File: config.mk
export PLATFORM = sky130hd
export DESIGN_NAME = interrupt_responder
export DESIGN_NICKNAME = d
export VERILOG_FILES = /design/src/rtl/interrupt_responder.sv
export SDC_FILE = /design/constraint.sdc
export NUM_CORES = 1
export LEC_CHECK = 0
export CAP_MARGIN = 20
export CORE_ASPECT_RATIO = 0.9
export CORE_UTILIZATION = 25
export DETAILED_ROUTE_END_ITERATION = 16
export PLACE_DENSITY = 0.52
export SYNTH_ARGS = -nofsm -noshare
export SYNTH_HDL_FRONTEND = slang
export SYNTH_SLANG_ARGS = --single-unit
File: constraint.sdc
create_clock -name clk -period 4.2 [get_ports clk]
set_input_delay 0.42 -clock clk [delete_from_list [all_inputs] [get_ports clk]]
set_output_delay 0.42 -clock clk [all_outputs]
set_load 0.005 [all_outputs]
File: src/rtl/interrupt_responder.sv
// rtl/interrupt_responder.sv - kernel interrupt capture, round-robin forwarding to host with retry/backoff
module interrupt_responder #(
    parameter int NUM_KERNELS = 4,
    parameter int CTXW        = 9,
    parameter int KIDW        = 2,
    parameter int MAX_RETRY   = 3,
    parameter int RETRY_DELAY = 16
) (
    input  logic                          clk,
    input  logic                          rst,
    input  logic [NUM_KERNELS-1:0]        k_intr_req,
    input  logic [64*NUM_KERNELS-1:0]     k_intr_src,
    input  logic [CTXW*NUM_KERNELS-1:0]   k_intr_ctx,
    output logic [NUM_KERNELS-1:0]        k_intr_ack,
    output logic                          host_intr_valid,
    input  logic                          host_intr_ready,
    output logic [63:0]                   host_intr_src,
    output logic [CTXW-1:0]               host_intr_ctx,
    output logic [KIDW-1:0]               host_intr_kid,
    input  logic                          host_rsp_valid,
    input  logic                          host_rsp_ok,
    output logic                          busy,
    output logic [NUM_KERNELS-1:0]        err_overrun,
    output logic [NUM_KERNELS-1:0]        err_drop,
    output logic                          err_spurious
);

    typedef enum logic [2:0] {S_IDLE, S_ISSUE, S_WAIT_RSP, S_BACKOFF, S_ACK} state_t;

    state_t                  state_q, state_d;
    logic [NUM_KERNELS-1:0]  pending_q, pending_d;
    logic [63:0]             src_q [NUM_KERNELS];
    logic [63:0]             src_d [NUM_KERNELS];
    logic [CTXW-1:0]         ctx_q [NUM_KERNELS];
    logic [CTXW-1:0]         ctx_d [NUM_KERNELS];
    logic [KIDW-1:0]         last_q, last_d;
    logic [KIDW-1:0]         grant_q, grant_d;
    logic [3:0]              retry_q, retry_d;
    logic [15:0]             delay_q, delay_d;
    logic                    valid_q, valid_d;
    logic [63:0]             hsrc_q, hsrc_d;
    logic [CTXW-1:0]         hctx_q, hctx_d;
    logic [KIDW-1:0]         hkid_q, hkid_d;
    logic [NUM_KERNELS-1:0]  ack_q, ack_d;
    logic [NUM_KERNELS-1:0]  overrun_q, overrun_d;
    logic [NUM_KERNELS-1:0]  drop_q, drop_d;
    logic                    spur_q, spur_d;
    logic [NUM_KERNELS-1:0]  clear;
    logic                    pick_found;
    logic [KIDW-1:0]         pick_idx;

    // Round-robin: scan indices above last first, then wrap to 0..last.
    always_comb begin
        pick_found = 1'b0;
        pick_idx   = '0;
        for (int i = 0; i < NUM_KERNELS; i++) begin
            if (!pick_found && pending_q[i] && (i > int'(last_q))) begin
                pick_found = 1'b1;
                pick_idx   = KIDW'(i);
            end
        end
        for (int i = 0; i < NUM_KERNELS; i++) begin
            if (!pick_found && pending_q[i] && (i <= int'(last_q))) begin
                pick_found = 1'b1;
                pick_idx   = KIDW'(i);
            end
        end
    end

    always_comb begin
        state_d = state_q;
        last_d  = last_q;
        grant_d = grant_q;
        retry_d = retry_q;
        delay_d = delay_q;
        valid_d = valid_q;
        hsrc_d  = hsrc_q;
        hctx_d  = hctx_q;
        hkid_d  = hkid_q;
        ack_d   = '0;
        clear   = '0;
        drop_d  = drop_q;
        spur_d  = spur_q;
        if (host_rsp_valid && (state_q != S_WAIT_RSP)) begin
            spur_d = 1'b1;
        end
        case (state_q)
            S_IDLE: begin
                if (pick_found) begin
                    grant_d = pick_idx;
                    last_d  = pick_idx;
                    state_d = S_ISSUE;
                end
            end
            S_ISSUE: begin
                if (!valid_q) begin
                    valid_d = 1'b1;
                    hsrc_d  = src_q[grant_q];
                    hctx_d  = ctx_q[grant_q];
                    hkid_d  = grant_q;
                end else if (host_intr_ready) begin
                    valid_d = 1'b0;
                    state_d = S_WAIT_RSP;
                end
            end
            S_WAIT_RSP: begin
                if (host_rsp_valid) begin
                    if (host_rsp_ok) begin
                        state_d = S_ACK;
                    end else if (int'(retry_q) < MAX_RETRY) begin
                        retry_d = retry_q + 4'd1;
                        delay_d = '0;
                        state_d = S_BACKOFF;
                    end else begin
                        drop_d[grant_q] = 1'b1;
                        state_d         = S_ACK;
                    end
                end
            end
            S_BACKOFF: begin
                if (int'(delay_q) >= RETRY_DELAY - 1) begin
                    state_d = S_ISSUE;
                end else begin
                    delay_d = delay_q + 16'd1;
                end
            end
            S_ACK: begin
                ack_d[grant_q] = 1'b1;
                clear[grant_q] = 1'b1;
                retry_d        = '0;
                state_d        = S_IDLE;
            end
            default: state_d = S_IDLE;
        endcase
    end

    // A request landing on the slot's clearing edge is a fresh capture, not an overrun.
    always_comb begin
        pending_d = pending_q;
        overrun_d = overrun_q;
        for (int i = 0; i < NUM_KERNELS; i++) begin
            src_d[i] = src_q[i];
            ctx_d[i] = ctx_q[i];
            if (k_intr_req[i]) begin
                if (pending_q[i] && !clear[i]) begin
                    overrun_d[i] = 1'b1;
                end else begin
                    pending_d[i] = 1'b1;
                    src_d[i]     = k_intr_src[64*i +: 64];
                    ctx_d[i]     = k_intr_ctx[CTXW*i +: CTXW];
                end
            end else if (clear[i]) begin
                pending_d[i] = 1'b0;
            end
        end
    end

    always_ff @(posedge clk) begin
        if (rst) begin
            state_q   <= S_IDLE;
            pending_q <= '0;
            for (int i = 0; i < NUM_KERNELS; i++) begin
                src_q[i] <= '0;
                ctx_q[i] <= '0;
            end
            last_q    <= KIDW'(NUM_KERNELS - 1);
            grant_q   <= '0;
            retry_q   <= '0;
            delay_q   <= '0;
            valid_q   <= 1'b0;
            hsrc_q    <= '0;
            hctx_q    <= '0;
            hkid_q    <= '0;
            ack_q     <= '0;
            overrun_q <= '0;
            drop_q    <= '0;
            spur_q    <= 1'b0;
        end else begin
            state_q   <= state_d;
            pending_q <= pending_d;
            for (int i = 0; i < NUM_KERNELS; i++) begin
                src_q[i] <= src_d[i];
                ctx_q[i] <= ctx_d[i];
            end
            last_q    <= last_d;
            grant_q   <= grant_d;
            retry_q   <= retry_d;
            delay_q   <= delay_d;
            valid_q   <= valid_d;
            hsrc_q    <= hsrc_d;
            hctx_q    <= hctx_d;
            hkid_q    <= hkid_d;
            ack_q     <= ack_d;
            overrun_q <= overrun_d;
            drop_q    <= drop_d;
            spur_q    <= spur_d;
        end
    end

    assign k_intr_ack      = ack_q;
    assign host_intr_valid = valid_q;
    assign host_intr_src   = hsrc_q;
    assign host_intr_ctx   = hctx_q;
    assign host_intr_kid   = hkid_q;
    assign busy            = (state_q != S_IDLE) || (|pending_q);
    assign err_overrun     = overrun_q;
    assign err_drop        = drop_q;
    assign err_spurious    = spur_q;

endmodule

==> run_results.csv <==
group,metric,value,unit
place,numPortBuffers,390,
logic_synthesis,synth.top_cell.area_share,51.9,%
cts,post_cts_buffers,0,
die,die_h,249,um
cts,clk_pin_slew,0.06,ns
final_layout,finalInstanceArea,23400,um2
global_route,grt_pass1_wl,78600,um
die,initial_utilization,25.3,%
worst_setup_path,rrSetupSlack,1.27,ns
logic_synthesis,avgSynthCellArea,13.7,um2
die,rows,90,
worst_setup_path,cp-start-kind,"flip-flop",
cts,cts_made_buffers,48,
place,placed_area,21800,um2
timing,period_minus_slack,2.93,ns
worst_setup_path,worstPathArrival,3.35,ns
worst_setup_path,rr_worst_depth,6,
cts,cts_sinks,412,
worst_setup_path,crit_path_end,"src_q[1][22]",
timing,setup_violations,0,
die,core_area,66900,um2
final_layout,drive_above_1_share,11.2,%
detailed_routing,wirelength,54400,um
global_route,grt-ovfl-total,0,
job,cap_violations,0,
timing,max_slew_margin,34.5,%
detailed_routing,drt_iter0_markers,661,
detailed_routing,wire_per_inst,21.4,um
detailed_routing,postRouteAntennaNets,0,
place,dp_hpwl,35400,um
min_path,min_path_type,"in -> reg",
logic_synthesis,netlist_area,16900,um2
logic_synthesis,netlist_instances,1236,
die,fp.dieW,276,um
place,gp_congestion,0.790,
logic_synthesis,ys_seq_elements,412,
cts,ctsResizeCount,0,
timing,drv_slew,0,
timing,rsz0062_at_grt,"false",
detailed_routing,viasPerCell,4.41,
worst_setup_path,crit_path_end_kind,"flip-flop",
final_layout,post-route-util,35.0,%
cts,cts_tree,"done",
worst_setup_path,crit_type,"reg -> reg",
global_route,grtUsageTotal,15.6,%
run_status,status,"completed",
final_layout,fin_cells,2535,
timing,worstMarginPinSlew,0.983,ns
pwr,max-vdd-ir-drop,0.000245,V
global_route,antenna_found_initial,5,
cts,clk-insertion-delay-late,0.57,ns
global_route,first_global_vias,12000,
pwr,power.density,459,nW/um2
timing,fmax,0.341,GHz
timing,hold_viol_final,0,
final_layout,nets,1919,
place,dp_cells,2440,
worst_setup_path,worstSetupStartpoint,"state_q[2]",
detailed_routing,route.vias.total,11200,
global_route,grt_max_degree,76,
final_layout,final_common_cell,"clkdlybuf4s50_1",
pwr,p_leak,8.34,nW
logic_synthesis,synth.yosys.warnings,0,
final_layout,final_cell_mix,"clkdlybuf4s50_1, and2_1, edfxtp_1, nand2_1, dfxtp_1",
die,die-area,68600,um2
worst_setup_path,r2r_start,"state_q[2]",
die,ioPinCount,391,
timing,fin_skew,0.0220,ns
cts,hold_buffers,0,
logic_synthesis,netlist-cell-type-count,44,
logic_synthesis,yosys-top-cells-area,"edfxtp_1, dfxtp_1, and2_1",
detailed_routing,firstDrtPassIters,5,
cts,cts_root_buf,"clkbuf_16",
detailed_routing,drc,0,
logic_synthesis,synth.largest_area_cell,"edfxtp_1",
worst_setup_path,cp_max_fo,44,
final_layout,area_delta_synth_final,38.6,%
cts,cts_buffer_depth,3,
worst_setup_path,r2r_end,"src_q[1][22]",
logic_synthesis,syn-num-nets,1539,
logic_synthesis,synth_seq_area_share,66.1,%
worst_setup_path,worst_ep_required_time,4.61,ns
timing,fin_setup_tns,0,ns
timing,fin_crit_sh,69.8,%
cts,htree_num_levels,2,
==> layout make-up <==
cell class / count / area (um2)
fillers: 6557 / 43500
flip-flops and latches: 412 / 11200
multi-input cells: 740 / 5380
repair buffers: 409 / 4120
clock buffers: 62 / 1320
well taps: 874 / 1090
clock inverters: 28 / 302
inverters: 5 / 18.8
diodes: 5 / 12.5
==> registers in the layout (all words and copies together), names as in the netlist, 4 cells and up <==
| signal | flops |
|---|---|
| host_intr_ctx | 9 |
| err_drop | 4 |
| err_overrun | 4 |
| ctx_q | 36 |
| k_intr_ack | 4 |
| pending_q | 4 |
| src_q | 256 |
| host_intr_src | 64 |
| delay_q | 16 |
| retry_q | 4 |
==> cell families after synthesis <==
family                   synth area share, %
buffers and inverters                   2.29
XOR/XNOR                               0.156
AND/OR/NAND/NOR                         17.7
multiplexers                            9.85
adder cells (fa/ha/maj)                0.148
AO/OA/AOI/OAI                           3.75
flip-flops                              66.1
==> worst min-delay path by stage <==
stage	end	slack [ns]	cells past startpoint	from
2_1_floorplan	delay_q[14]	0.43	1	delay_q[14]
3_3_place_gp	delay_q[7]	0.44	1	delay_q[7]
3_5_place_dp	delay_q[7]	0.44	1	delay_q[7]
4_1_cts	pending_q[0]	0.29	2	rst
5_1_grt	pending_q[1]	0.34	2	rst
6_report	pending_q[0]	0.32	2	rst
==> per-stage QoR <==
step                hold WS [ns]  worst slack (ns)  power, mW
floorplan                  0.430              1.04       5.73
global placement           0.443              1.26       6.55
detailed placement         0.444              1.19       6.57
CTS                        0.286              1.15       10.9
global route               0.336              1.02       11.2
finish                     0.318              1.27       10.7
==> Yosys cell counts <==
cell and number:
a2111o_1 1, a211o_1 1, a211oi_1 2, a21o_1 1
a21oi_1 91, a21oi_4 1, a31oi_1 4, a41oi_1 1
and2_1 304, buf_1 2, buf_2 33, buf_4 8
clkbuf_1 36, dfxtp_1 120, edfxtp_1 292, ha_1 2
inv_1 5, mux2i_1 2, mux4_2 73, nand2_1 156
nand2b_1 11, nand2b_4 3, nand3_1 5, nand3b_1 2
nand4_1 1, nor2_1 31, nor2_4 4, nor2b_1 2
nor3_1 11, nor3b_1 3, nor4_1 7, nor4_4 1
nor4b_1 1, o21ai_0 6, o21ai_1 1, o21bai_1 1
o221ai_1 1, o22ai_1 1, o31a_1 2, o41a_1 1
or2_1 1, or3_1 1, or3b_4 1, xnor2_1 3
==> report_power, final <==
| part | internal, mW | total [mW] | switching, mW |
|---|---|---|---|
| registers | 4.69 | 4.86 | 0.168 |
| logic | 0.828 | 1.59 | 0.763 |
| clock network | 2.59 | 4.30 | 1.71 |
==> worst max-delay path, cell delays in order (launching register included) <==
cell and delay, ns:
dfxtp_1 0.58, nand2b_1 0.17, o31a_1 0.34, nand2b_4 0.17
nor2_4 0.62, buf_4 0.62, and2_1 0.23
==> layer usage <==
| layer | routed length [um] | up-vias | part of all wire (%) | global-route usage (%) |
|---|---|---|---|---|
| li1 | - | 5160 | - | - |
| met1 | 23400 | 5651 | 43 | 19.5 |
| met2 | 27000 | 294 | 50 | 27.0 |
| met3 | 2430 | 75 | 4.5 | 2.80 |
| met4 | 1460 | 2 | 2.7 | 5.19 |
| met5 | 13 | - | 0.024 | 0 |
Power figures use the tool's default switching activity.
